--- src/rtl/ultrasonic_ping_gen.sv ---
// Ultrasonic ping transmitter: drives the sensor trigger pulse, runs the ping timer,
// reports the first echo rising edge (done) or timer exhaustion (timeout), then holds off.
module ultrasonic_ping_gen #(
  parameter int unsigned TIMER_W        = 13,
  parameter int unsigned TRIG_CYCLES    = 500,
  parameter int unsigned HOLDOFF_CYCLES = 8
) (
  input  logic               clk,
  input  logic               reset,
  input  logic               start,
  input  logic               echo,
  output logic               trig,
  output logic [TIMER_W-1:0] timer,
  output logic               busy,
  output logic               done,
  output logic               timeout
);

  typedef enum logic [1:0] {
    S_IDLE,
    S_TRIG,
    S_LISTEN,
    S_HOLDOFF
  } state_t;

  localparam logic [15:0]        TRIG_LAST = 16'(TRIG_CYCLES - 1);
  localparam logic [15:0]        HOLD_LAST = 16'(HOLDOFF_CYCLES - 1);
  localparam logic [TIMER_W-1:0] TIMER_MAX = '1;

  state_t               state_q, state_d;
  logic [15:0]          cnt_q, cnt_d;
  logic [TIMER_W-1:0]   timer_q, timer_d;
  logic                 echo_prev_q;
  logic                 trig_q, trig_d;
  logic                 busy_q, busy_d;
  logic                 done_q, done_d;
  logic                 timeout_q, timeout_d;
  logic                 echo_rise;

  assign echo_rise = echo & ~echo_prev_q;

  always_ff @(posedge clk or posedge reset) begin
    if (reset) begin
      state_q     <= S_IDLE;
      cnt_q       <= '0;
      timer_q     <= '0;
      echo_prev_q <= 1'b0;
      trig_q      <= 1'b0;
      busy_q      <= 1'b0;
      done_q      <= 1'b0;
      timeout_q   <= 1'b0;
    end else begin
      state_q     <= state_d;
      cnt_q       <= cnt_d;
      timer_q     <= timer_d;
      echo_prev_q <= echo;
      trig_q      <= trig_d;
      busy_q      <= busy_d;
      done_q      <= done_d;
      timeout_q   <= timeout_d;
    end
  end

  always_comb begin
    state_d   = state_q;
    cnt_d     = cnt_q;
    timer_d   = timer_q;
    done_d    = 1'b0;
    timeout_d = 1'b0;

    unique case (state_q)
      S_IDLE: begin
        if (start) begin
          state_d = S_TRIG;
          cnt_d   = '0;
        end
      end

      S_TRIG: begin
        if (cnt_q == TRIG_LAST) begin
          state_d = S_LISTEN;
          cnt_d   = '0;
          timer_d = '0;
        end else begin
          cnt_d = cnt_q + 16'd1;
        end
      end

      // Echo edge takes priority over the max-count check so done wins a tie.
      S_LISTEN: begin
        if (echo_rise) begin
          done_d  = 1'b1;
          state_d = S_HOLDOFF;
          cnt_d   = '0;
        end else if (timer_q == TIMER_MAX) begin
          timeout_d = 1'b1;
          state_d   = S_HOLDOFF;
          cnt_d     = '0;
        end else begin
          timer_d = timer_q + 1'b1;
        end
      end

      S_HOLDOFF: begin
        if (cnt_q == HOLD_LAST) begin
          state_d = S_IDLE;
          cnt_d   = '0;
        end else begin
          cnt_d = cnt_q + 16'd1;
        end
      end

      default: begin
        state_d = S_IDLE;
        cnt_d   = '0;
      end
    endcase

    // Registered outputs are decoded from the next state so they line up with it.
    trig_d = (state_d == S_TRIG);
    busy_d = (state_d != S_IDLE);
  end

  assign trig    = trig_q;
  assign timer   = timer_q;
  assign busy    = busy_q;
  assign done    = done_q;
  assign timeout = timeout_q;

endmodule

--- config.mk ---
export PLATFORM = sky130hd
export DESIGN_NAME = ultrasonic_ping_gen
export DESIGN_NICKNAME = d
export VERILOG_FILES = /design/src/rtl/ultrasonic_ping_gen.sv
export SDC_FILE = /design/constraint.sdc
export NUM_CORES = 1
export LEC_CHECK = 0
export ABC_AREA = 0
export BUFFER_PORTS_ARGS = -buffer_cell sky130_fd_sc_hd__buf_2
export CAP_MARGIN = 20
export CORE_ASPECT_RATIO = 1.5
export CORE_UTILIZATION = 62
export DETAILED_ROUTE_END_ITERATION = 6
export GPL_TIMING_DRIVEN = 0
export PLACE_DENSITY = 0.84
export REMOVE_ABC_BUFFERS = 1
export SKIP_CTS_REPAIR_TIMING = 1
export SLEW_MARGIN = 40
export SYNTH_ARGS = -nofsm -noshare
export SYNTH_HDL_FRONTEND = slang
export SYNTH_SLANG_ARGS = --single-unit
--- constraint.sdc ---
create_clock -name clk -period 5.6 [get_ports clk]
set_input_delay 0 -clock clk [delete_from_list [all_inputs] [get_ports clk]]
set_output_delay 0 -clock clk [all_outputs]
set_load 0.01 [all_outputs]
==> impl_results.md <==
- Status: finished, final reports clean
- Die width: 47.43 microns
- Row cnt: 24
- DRT iter0 DRCs: between 80 and 90
- Drt via density: about 6
- Leakage: 0.9398 nW
- DRC Markers: 0
- R2R Setup Slk: 3.24 ns
- Io pins: 21
- I/O Buffers: 20
- GPL Wtd Cong: between 0.8 and 0.9
- Dominant synthesized flop cell: dfrtp_1
- Pin count of the biggest net entering global routing: 37
- Final setup TNS: 0 ns
- Post-synth EDFFs: 0
- CTS Buf Count: 5
- Share of layout cells above drive strength 1: 16.10%
- CTS root buf: clkbuf_8
- Avg Synthesized Cell Area: 9.011 sq um
- Setup violators final: 0
- Worst slew pin tran: 0.7734 ns
- Die area: 3327 sq um
- DR pass1 iterations: 4
- Crit Path Class: register to register
- WHS: approximately 0.31 ns
- Clock transition at path regs: 0.07 ns
- CTS tree: yes
- Area Overhead vs Synth: 12.84%
- Clock Skews: slightly below 0.009 ns
- Total GRT Usage: between 20 and 30%
- PnR worst setup slack: 3.238 ns
- Post-synthesis instance total: 213
- Flops & latches, synth: 36
- FF-to-FF End: cnt_q[6]$_DFFE_PP0P_
- Starting Density: approximately two thirds
- Post-synthesis cell area: between 1500 and 2000 sq um
- Worst R2R Path Depth: 6
- Synth cell types: 44
- Fraction of registers with async set/reset: 100.0%
- Worst VDD drop: 0.0002164 V
- Inserted Diodes: 0
- Total power: 0.4585 mW
- First-pass GRT wire length: between 6 and 7 mm
- Gr ovfl total: 0
- Final #Nets: between 200 and 250
- Max Clock Freq: about 420 MHz
- Maximum root-to-sink buffer count: 2
- Number of global-route vias before repair: between 1.5k and 2k
- Initial antenna violation count: 0
- Worst slack, placed: 3.276 ns
- Sequential area share after synthesis: 46.94%
- R2R Path Start: timer[0]$_DFFE_PP0P_
- WL/cell: between 10 and 15 microns
- Die height: 70.15 microns
- Htree depth: 2
- Hold Crit Class: input port to async pin
- Pins over their slew limit: 0
- CP arrival: 2.53 ns
- Max_cap viols: 0
- # clock sinks: 36
- Critical path startpoint category: register
- Number of routed nets with antenna violations: 0
- Via count: ~1.7k
- Final hold violation count: 0
- Fin crit share: a little over two fifths
- # fillers: 214
- Slew HR: 48.01%
- Worst EP required: 5.77 ns
- Final Util: 74.36%
- Core area: between 2000 and 3000 sq um
- Detailed Route WL: 4.061 mm
- Worst-path maximum fanout: 16
- Clock Latency Late Sink: 0.29 ns
- RSZ-0062 raised after global routing: false
- Yosys warnings: 0
- Worst setup EP type: register
- Post-DP HPWL: roughly 2.9 mm
- Min Tclk post-route: 2.362 ns
- PwrDens: ~210 nW/um^2
cell families (layout without fill, tap and decap cells):
kind of cell,Yosys count,count (layout),share of synthesized area (%)
adder cells (fa/ha/maj),2,2,1.304
flip-flops,36,36,46.94
XOR/XNOR,14,14,6.389
AND/OR/NAND/NOR,112,112,29.92
buffers and inverters,15,38,3.064
AO/OA/AOI/OAI,31,31,10.76
multiplexers,3,3,1.630
flip-flops by register name (all words and copies together) (netlist names):
name	flops
busy	1
trig	1
state_q	2
done	1
echo_prev_q	1
timeout	1
cnt_q	16
timer	13
Yosys cell counts (2+ instances only):
| master | instances | area (sq um) |
|---|---|---|
| dfrtp_1 | 36 | 900.9 |
| nand2_1 | 26 | 97.59 |
| nor2_1 | 25 | 93.84 |
| nand3_1 | 20 | 100.1 |
| nand4_1 | 8 | 50.05 |
| o21ai_1 | 8 | 40.04 |
| xnor2_1 | 8 | 70.07 |
| inv_1 | 7 | 26.28 |
| nor4_1 | 7 | 43.79 |
| xor2_1 | 6 | 52.55 |
| clkbuf_1 | 5 | 18.77 |
| nor3_1 | 5 | 25.02 |
| a31oi_1 | 4 | 25.02 |
| nand2b_1 | 4 | 25.02 |
| a21oi_1 | 3 | 15.01 |
| and3_1 | 3 | 18.77 |
| a32o_1 | 2 | 20.02 |
| buf_2 | 2 | 10.01 |
| ha_1 | 2 | 25.02 |
| mux2i_1 | 2 | 20.02 |
| nor2b_1 | 2 | 12.51 |
| o211ai_1 | 2 | 15.01 |
| o21ai_0 | 2 | 10.01 |
| o22ai_1 | 2 | 12.51 |
| or2_2 | 2 | 12.51 |
| or3_1 | 2 | 12.51 |
power breakdown:
| part | switching, mW | internal [mW] | leakage [nW] |
|---|---|---|---|
| Sequential | 0.000152 | 0.260 | 0.454 |
| Combinational | 0.00662 | 0.00268 | 0.434 |
| Clock | 0.0907 | 0.0981 | 0.0510 |
| Total | 0.0975 | 0.361 | 0.940 |
critical path, cell delays in order (launching register included):
cell and delay (ns):
dfrtp_1 0.42, ha_1 0.20, nand3_1 0.16, nor4_2 0.74, o2bb2ai_2 0.36, a31oi_1 0.25, o22ai_1 0.10
per-stage QoR:
step / instance area (sq um) / std cells
3_5_place_dp: 2042 / 264
2_1_floorplan: 1887 / 205
5_1_grt: 2166 / 275
3_3_place_gp: 2036 / 264
4_1_cts: 2135 / 272
6_report: 2166 / 275
cell type report:
cell class | instances | area [sq um] | share of cell area, %
Clock buffer | 6 | 82.58 | 3.813
Clock inverter | 2 | 10.01 | 0.4622
Inverter | 7 | 27.53 | 1.271
Multi-Input combinational cell | 162 | 965.9 | 44.60
Sequential cell | 36 | 900.9 | 41.59
Tap cell | 39 | 48.80 | 2.253
Timing Repair Buffer | 23 | 130.1 | 6.008
per-layer routing:
metal	vias to the layer above	wire (microns)	GRT usage, %
met5	-	0	0
met4	0	76	12.06
met3	8	129	7.235
met2	34	2229	47.95
met1	821	1625	30.43
li1	808	-	-
cell usage in the layout, fill, tap and decap left out, drive strengths merged, types with 3 or more instances in the layout:
master	synthesis	layout
dfrtp	36	36
nand2	27	27
nor2	26	26
nand3	20	20
buf	3	20
o21ai	10	10
nand4	8	8
xnor2	8	8
nor4	8	8
inv	7	6
xor2	6	6
clkbuf	5	6
nor3	5	5
nand2b	4	4
a31oi	4	4
and3	3	3
a21oi	3	3
clkinv	0	3
dlygate4sd3	0	3
how the worst max path moves through the flow:
stage | startpoint | endpoint | slack (ns) | cells past startpoint
after floorplan | timer[0]$_DFFE_PP0P_ | cnt_q[6]$_DFFE_PP0P_ | 3.55 | 6
after global placement | state_q[0]$_DFF_PP0_ | cnt_q[2]$_DFFE_PP0P_ | 3.16 | 5
after detailed placement | timer[0]$_DFFE_PP0P_ | cnt_q[6]$_DFFE_PP0P_ | 3.28 | 6
after CTS | timer[0]$_DFFE_PP0P_ | cnt_q[6]$_DFFE_PP0P_ | 3.24 | 6
after global routing | timer[0]$_DFFE_PP0P_ | cnt_q[2]$_DFFE_PP0P_ | 3.04 | 6
final | timer[0]$_DFFE_PP0P_ | cnt_q[6]$_DFFE_PP0P_ | 3.24 | 6
Note: power is estimated with default switching activity, not from simulation.
